===== src/rtl/spi_frame_sequencer.sv =====
// SPI command decoder and pixel stream packer between the SPI slave
// byte interface and the pixel datapath.
module spi_frame_sequencer #(
  parameter int IMG_W     = 640,
  parameter int IMG_H     = 480,
  parameter int PIX_BYTES = 6,
  parameter int NREG      = 8
) (
  input  logic                   clk_p,
  input  logic                   rst_p,
  input  logic                   css,
  input  logic                   byte_vld,
  input  logic [7:0]             byte_in,
  input  logic [7:0]             ret_data,
  output logic [7:0]             tx_byte,
  output logic [8*NREG-1:0]      reg_file,
  output logic                   frame_rst,
  output logic                   stream_on,
  output logic                   pix_vld,
  output logic [8*PIX_BYTES-1:0] pix_data,
  output logic [10:0]            pix_x,
  output logic [10:0]            pix_y,
  output logic                   frame_done
);

  localparam logic [1:0] S_IDLE   = 2'd0;
  localparam logic [1:0] S_CMD    = 2'd1;
  localparam logic [1:0] S_STREAM = 2'd2;

  localparam int BCW = $clog2(PIX_BYTES + 4);

  localparam logic [10:0] X_LAST = 11'(IMG_W - 1);
  localparam logic [10:0] Y_LAST = 11'(IMG_H - 1);

  logic [1:0]       state;
  logic [BCW-1:0]   bc;
  logic [7:0]       b1;
  logic [7:0]       b2;
  logic [8*NREG-1:0] regs;

  logic bin_ok;
  logic b2_ok;
  logic pix_last;
  logic at_end;

  assign reg_file = regs;
  assign bin_ok   = int'(byte_in) < NREG;
  assign b2_ok    = int'(b2) < NREG;
  assign pix_last = bc == BCW'(PIX_BYTES - 1);
  assign at_end   = (pix_x == X_LAST) && (pix_y == Y_LAST);

  always_ff @(posedge clk_p) begin
    if (rst_p) begin
      state      <= S_IDLE;
      bc         <= '0;
      b1         <= '0;
      b2         <= '0;
      regs       <= '0;
      tx_byte    <= 8'hFF;
      frame_rst  <= 1'b0;
      stream_on  <= 1'b0;
      pix_vld    <= 1'b0;
      pix_data   <= '0;
      pix_x      <= '0;
      pix_y      <= '0;
      frame_done <= 1'b0;
    end else begin
      pix_vld    <= 1'b0;
      frame_done <= 1'b0;

      // coordinates move on after the strobe that presented them
      if (frame_rst) begin
        pix_x <= '0;
        pix_y <= '0;
      end else if (pix_vld) begin
        if (pix_x == X_LAST) begin
          pix_x <= '0;
          if (pix_y == Y_LAST) pix_y <= '0;
          else                 pix_y <= pix_y + 11'd1;
        end else begin
          pix_x <= pix_x + 11'd1;
        end
      end

      if (!css) begin
        state     <= S_IDLE;
        bc        <= '0;
        stream_on <= 1'b0;
      end else begin
        case (state)
          S_IDLE: begin
            state <= S_CMD;
            bc    <= '0;
          end
          S_CMD: begin
            if (byte_vld && bc != BCW'(3)) begin
              bc      <= bc + BCW'(1);
              tx_byte <= 8'hFF;
              if (bc == BCW'(0)) b1 <= byte_in;
              if (bc == BCW'(1)) begin
                b2 <= byte_in;
                if (b1 == 8'h81)
                  tx_byte <= bin_ok ? regs[int'(byte_in)*8 +: 8] : 8'h00;
              end
              if (bc == BCW'(2)) begin
                case (b1)
                  8'h80: if (b2_ok) regs[int'(b2)*8 +: 8] <= byte_in;
                  8'h55: begin
                    state     <= S_STREAM;
                    stream_on <= 1'b1;
                    bc        <= '0;
                  end
                  8'h40: frame_rst <= 1'b0;
                  8'h41: frame_rst <= 1'b1;
                  default: ;
                endcase
              end
            end
          end
          S_STREAM: begin
            if (byte_vld) begin
              tx_byte  <= ret_data;
              pix_data <= {pix_data[8*PIX_BYTES-9:0], byte_in};
              if (pix_last) begin
                bc         <= '0;
                pix_vld    <= 1'b1;
                frame_done <= at_end;
              end else begin
                bc <= bc + BCW'(1);
              end
            end
          end
          default: state <= S_IDLE;
        endcase
      end
    end
  end

endmodule


===== config.mk =====
export PLATFORM = sky130hd
export DESIGN_NAME = spi_frame_sequencer
export DESIGN_NICKNAME = d
export VERILOG_FILES = /design/src/rtl/spi_frame_sequencer.sv
export SDC_FILE = /design/constraint.sdc
export NUM_CORES = 1
export LEC_CHECK = 0
export BUFFER_PORTS_ARGS = -buffer_cell sky130_fd_sc_hd__buf_2
export CELL_PAD_IN_SITES_DETAIL_PLACEMENT = 1
export CELL_PAD_IN_SITES_GLOBAL_PLACEMENT = 1
export CORE_ASPECT_RATIO = 0.8
export CORE_MARGIN = 1.5
export CORE_UTILIZATION = 41
export DETAILED_ROUTE_END_ITERATION = 6
export HOLD_SLACK_MARGIN = 0.06
export PLACE_DENSITY_LB_ADDON = 0.1
export SLEW_MARGIN = 20
export SYNTH_ARGS = -nofsm -noshare
export SYNTH_HDL_FRONTEND = slang
export SYNTH_SLANG_ARGS = --single-unit

===== constraint.sdc =====
create_clock -name clk_p -period 4 [get_ports clk_p]
set_clock_uncertainty 0.05 [all_clocks]
set_input_delay 0.4 -clock clk_p [delete_from_list [all_inputs] [get_ports clk_p]]
set_output_delay 0.4 -clock clk_p [all_outputs]
set_load 0.05 [all_outputs]

# Word level (Yosys, flattened, before mapping)
# Index checks and enable logic that the tools add are counted.
[totals] wordCells=85 out_inout_bits=146 ff_bits=168 in_bits=20
[classes] addsub=4 shift=3 n_lt_le_gt_ge=2 n_reduce_logical=21 eq_ne=17 muxes=21 bitwise=4
[op_table] cell="bitwise mux 64 bit" count=1
[op_table] cell="variable shift 8 x 33 -> 64 bit, first input constant" count=1
[op_table] cell="variable part select 64 x 12 -> 8 bit" count=1
[op_table] cell="variable part select 8 x 33 -> 64 bit" count=1
[op_table] cell="two-way mux 8 bit" count=5
[op_table] cell="negator 11 -> 33 bit" count=1
[op_table] cell="equality test 8 x 7 -> 1 bit, second input constant" count=3
[op_table] cell="adder 11 x 1 -> 11 bit, second input constant" count=2
[op_table] cell="two-way mux 11 bit" count=2
[op_table] cell="two-way mux 4 bit" count=5
[op_table] cell="AND reduction 4 bit" count=5
[op_table] cell="equality test 8 bit, second input constant" count=2
[op_table] cell="< comparator 8 x 4 -> 1 bit, second input constant" count=2
[op_table] cell="one-hot mux 8 bit (2 select lines)" count=1
[op_table] cell="one-hot mux 4 bit (3 select lines)" count=1
[op_table] cell="equality test 11 x 10 -> 1 bit, second input constant" count=1
[op_table] cell="equality test 11 x 9 -> 1 bit, second input constant" count=1
[op_table] cell="two-way mux 2 bit" count=3
[op_table] cell="inequality test 2 bit, second input constant" count=3
[op_table] cell="one-hot mux 2 bit (3 select lines)" count=1
[op_table] cell="AND reduction 3 bit" count=2
[op_table] cell="AND reduction 6 bit" count=1
[op_table] cell="AND reduction 5 bit" count=1
[op_table] cell="OR reduction 5 bit" count=1
[op_table] cell="19 further kinds" count=25

# Logic depth before layout (Yosys ltp)
[logic_depth] word_depth=6 depth_mapped=11 depth_no_buf=8

# Worst setup path before layout
# Ideal clock, no wire load.
[synth_timing] path_type="register -> register" startpoint="register b2[4]" endpoint="register regs[48] (netlist: reg_file[48])" n_path_buf=3 path_slack_ns=1.141 setup_time_ns=0.120 arrival_ns=2.689 stages_incl_launch_ff=11 path_cell_list="dfxtp_1 -> buf_4 -> nor4_4 -> and3_1 -> ha_1 -> o41ai_1 -> nand4_2 -> buf_6 -> or4_4 -> buf_6 -> mux2i_1"
[synth_via] elab_chain_len=3 elab_cells_between_ends=6 cone_classes="1 x add/sub; 1 x order compare; 2 x shift; 1 x mux; 1 x reduce/logical"
[synth_rtl] item="start, declared" line="38" source="logic [7:0] b2;"
[synth_rtl] item="start signal, assigned" line="101" source="b2 <= byte_in;"
[synth_rtl] item="negator 11 -> 33 bit" line="107" source="8'h80: if (b2_ok) regs[int'(b2)*8 +: 8] <= byte_in;"
[synth_rtl] item="variable part select 8 x 33 -> 64 bit / variable shift 8 x 33 -> 64 bit (equally long branches)" line="107"
[synth_rtl] item="bitwise mux 64 bit" line="107"
[synth_rtl] item="end signal, assigned by index" line="107"
[synth_rtl] item="end, declared" line="39" source="logic [8*NREG-1:0] regs;"
# Several ways; a longest one is shown, not always the timed one.
# A chain may end at the register's enable or synchronous reset.

# Worst setup path in the final report
[layout_timing] startpoint="register b2[3]" endpoint="register regs[16] (netlist: reg_file[16])"
# Same word-level chain as after synthesis.

==> metrics.txt <==
leftover overflow at the end of global routing=0; DRT Pass-1 Iters=4; Crit path required time=4310 ps; antenna violations before repair=0; Cell Rows=45; die area=20,110 um2; wire per inst=19.22 um; Setup Crit Path Kind=reg2reg; Routability Congestion=0.8405; peak fanout along the critical path=15; LEAKAGE=0.003875 uW; switching share of total power=23.66%; Mean Syn Cell Area=8.754 um2; Final Total Pwr=3485 uW; number of warnings printed during yosys synthesis=0; root buffer cell=clkbuf_16; setup TNS=0 ps; Switch Pwr=824.6 uW; hold violation total from the final report=0; kind of end point of the critical path=register; sequential share of the synthesized area=42.59%; die boundary width=158.2 um; Residual DRC=0; post-synthesis sequential element count=168; combinational fraction of design power=3.9%; post-cts resize count=0; unrepaired setup endpoints after global routing=no; DP Area=8832 um2; largest net degree at the start of global routing=54; area delta synth->final=19.25%; time the worst path needs with I/O delays and setup=3562 ps; period utilization=89.04%; via count normalized by instance count=5.402; slew at the pin with the worst max-slew slack=1137 ps; FF-to-FF setup slack=440 ps; length in cells of the worst reg-to-reg path=7; Core Box Area=18,920 um2; global-route wire length before repair=39,300 um; Routed Wire Length=25,020 um; worst-case clock buffer depth=2; fillers=2,318; Net count, final=1,063; fraction of final layout cells sized beyond drive strength 1=22.80%; critical path startpoint category=register; number of CTS-inserted buffers=17; cell count after synthesis=902; Max Clock Freq=280.8 MHz; Reg clk slew, reported paths=70 ps; H-Tree Depth=4; R2R Path Start=b2[3]; final setup slack of the worst path=438.2 ps; Clock power frac=47.8%; post-CTS setup buffer count=0; largest vdd supply drop=0.1996 mV; worst hold slack across all endpoints=247.7 ps; Hold Crit Endpoint=pix_data[4]; result of the run=finished clean; count of endpoints failing setup in the final report=0; Post-Syn Nets=934; clock tree from TritonCTS=yes; Antenna Violating Nets Remaining=0; combined area of all synthesized cells=7896 um2; count of buffers from port buffering=165; initial core utilization=41.74%; number of hold buffers added after CTS=0; normalized max-slew margin=23.59%; share of total power in sequential cells=48.3%; EDFF count, synth=0; max-capacitance violation count=0; IO Pins=166; post-synthesis cell type count=64; total number of vias=7,034; areal power density over the cells=370.1 nW/um2; HPWL after detailed placement=17,580 um; pre-CTS WS=430.8 ps; die outline height=127.1 um; worst hold path type=in2reg; R2R Path End=reg_file[16]; n_diodes=0; post-synthesis async set-or-reset flop share=0%; main flop type after synthesis=dfxtp_1; clock latency of the later-clocked register in the worst-skew pair=430 ps; number of clock sinks=168; hold wc startpoint=byte_in[4]; Overall Global Routing Usage=25.38%; cell area after layout=9417 um2; DRC marker count from the first detailed-route iteration=398; number of instances on the worst hold path=3; endpoint arrival time on the critical path=3870 ps; number of pins exceeding their max-slew limit in the final report=0; vias in the first global route=6,770; Internal Dissipation=2660 uW
-- layer usage --
metal	up-vias	wire (um)	GRT usage, %
met5	-	0	0
met4	0	145	5.992
met3	9	1400	4.681
met2	147	11170	37.66
met1	3492	12300	37.86
li1	3386	-	-
-- worst max-delay path: stages (launching register included) --
cell and delay (ps):
dfxtp_1 420, nor4_4 360, and3_1 200, ha_1 260, o41ai_1 520, nand4_2 530, nor4_4 880, mux2i_1 250
-- registers in the layout, indices dropped and copies added, names as in the netlist --
signal,flops
tx_byte,8
frame_done,1
b1,8
frame_rst,1
pix_vld,1
pix_data,48
pix_x,11
reg_file,64
bc,4
state,2
b2,8
pix_y,11
stream_on,1
-- logic make-up (layout without fill, tap and decap cells) --
family          count (synthesis)  count (layout)  share of synthesized area (%)
simple gates                  392             392                          25.32
xor+xnor                       21              21                          2.329
mux                            72              72                          11.66
compound gates                155             155                          11.65
flops                         168             168                          42.59
buf+inv                        82             224                          4.548
fa+ha+maj                      12              12                          1.901
-- area by class of cell --
| class | count | area [um2] | area share (%) |
|---|---|---|---|
| multi-input cells | 652 | 4187 | 44.46 |
| well taps | 258 | 322.8 | 3.428 |
| clock buffers | 18 | 439.2 | 4.664 |
| flip-flops and latches | 168 | 3363 | 35.72 |
| repair buffers | 173 | 888.4 | 9.434 |
| inverters | 19 | 71.32 | 0.7574 |
| clock inverters | 14 | 145.1 | 1.541 |
-- how the worst max path moves through the flow --
stage          startpoint           end  slack [ps]  cells after the start
2_1_floorplan       b2[4]  reg_file[48]        1140                     10
3_3_place_gp        b2[3]  reg_file[16]         620                      7
3_5_place_dp        b2[3]  reg_file[16]         430                      7
4_1_cts             b2[3]  reg_file[16]         420                      7
5_1_grt             b2[0]  reg_file[17]          90                      7
6_report            b2[3]  reg_file[16]         440                      7
-- cells in the mapped netlist (3+ instances only) --
library cell / number / area [um2]
nand2_1: 179 / 671.9
dfxtp_1: 168 / 3363
a21oi_1: 71 / 355.3
mux2i_1: 56 / 560.5
clkbuf_1: 46 / 172.7
nand2b_1: 45 / 281.5
nor2_1: 36 / 135.1
nand3_1: 30 / 150.1
o21ai_0: 28 / 140.1
nor2b_1: 21 / 131.4
inv_1: 19 / 71.32
o21ai_1: 17 / 85.08
mux4_2: 16 / 360.4
xor2_1: 13 / 113.9
ha_1: 12 / 150.1
nand4_1: 12 / 75.07
nor3_1: 11 / 55.05
a211o_1: 8 / 70.07
a221oi_1: 8 / 70.07
xnor2_1: 8 / 70.07
and2_1: 7 / 43.79
buf_2: 7 / 35.03
and3_1: 5 / 31.28
buf_6: 5 / 56.30
nor4_1: 5 / 31.28
and4_1: 4 / 35.03
nor4_4: 4 / 85.08
or3_1: 4 / 25.02
or4_1: 4 / 30.03
and2_0: 3 / 18.77
buf_1: 3 / 11.26
nor3b_1: 3 / 22.52
-- cells in the final DEF, fill, tap and decap left out, types with 8 or more instances in the layout --
| cell type | instances |
|---|---|
| nand2b_1 | 45 |
| nor2_1 | 36 |
| mux4_2 | 16 |
| buf_2 | 164 |
| a21oi_1 | 71 |
| nor3_1 | 11 |
| nand4_1 | 12 |
| clkbuf_16 | 17 |
| nor2b_1 | 21 |
| a211o_1 | 8 |
| ha_1 | 12 |
| xnor2_1 | 8 |
| a221oi_1 | 8 |
| mux2i_1 | 56 |
| dfxtp_1 | 168 |
| buf_4 | 9 |
| o21ai_0 | 28 |
| nand3_1 | 29 |
| o21ai_1 | 17 |
| nand2_1 | 179 |
| xor2_1 | 13 |
| inv_1 | 19 |
-- power groups by stage --
stage	clock [uW]	combinational, uW	sequential (uW)
floorplan	0	74.1	1740
global placement	0	133	1720
detailed placement	0	134	1720
CTS	1690	135	1680
global route	1760	146	1680
finish	1670	135	1680
-- through the flow --
stage	util (%)	instances
global route	49.78	1302
detailed placement	46.69	1270
finish	49.78	1302
global placement	46.69	1270
CTS	49.78	1302
floorplan	-	902
Note: power is estimated with default switching activity, not from simulation.
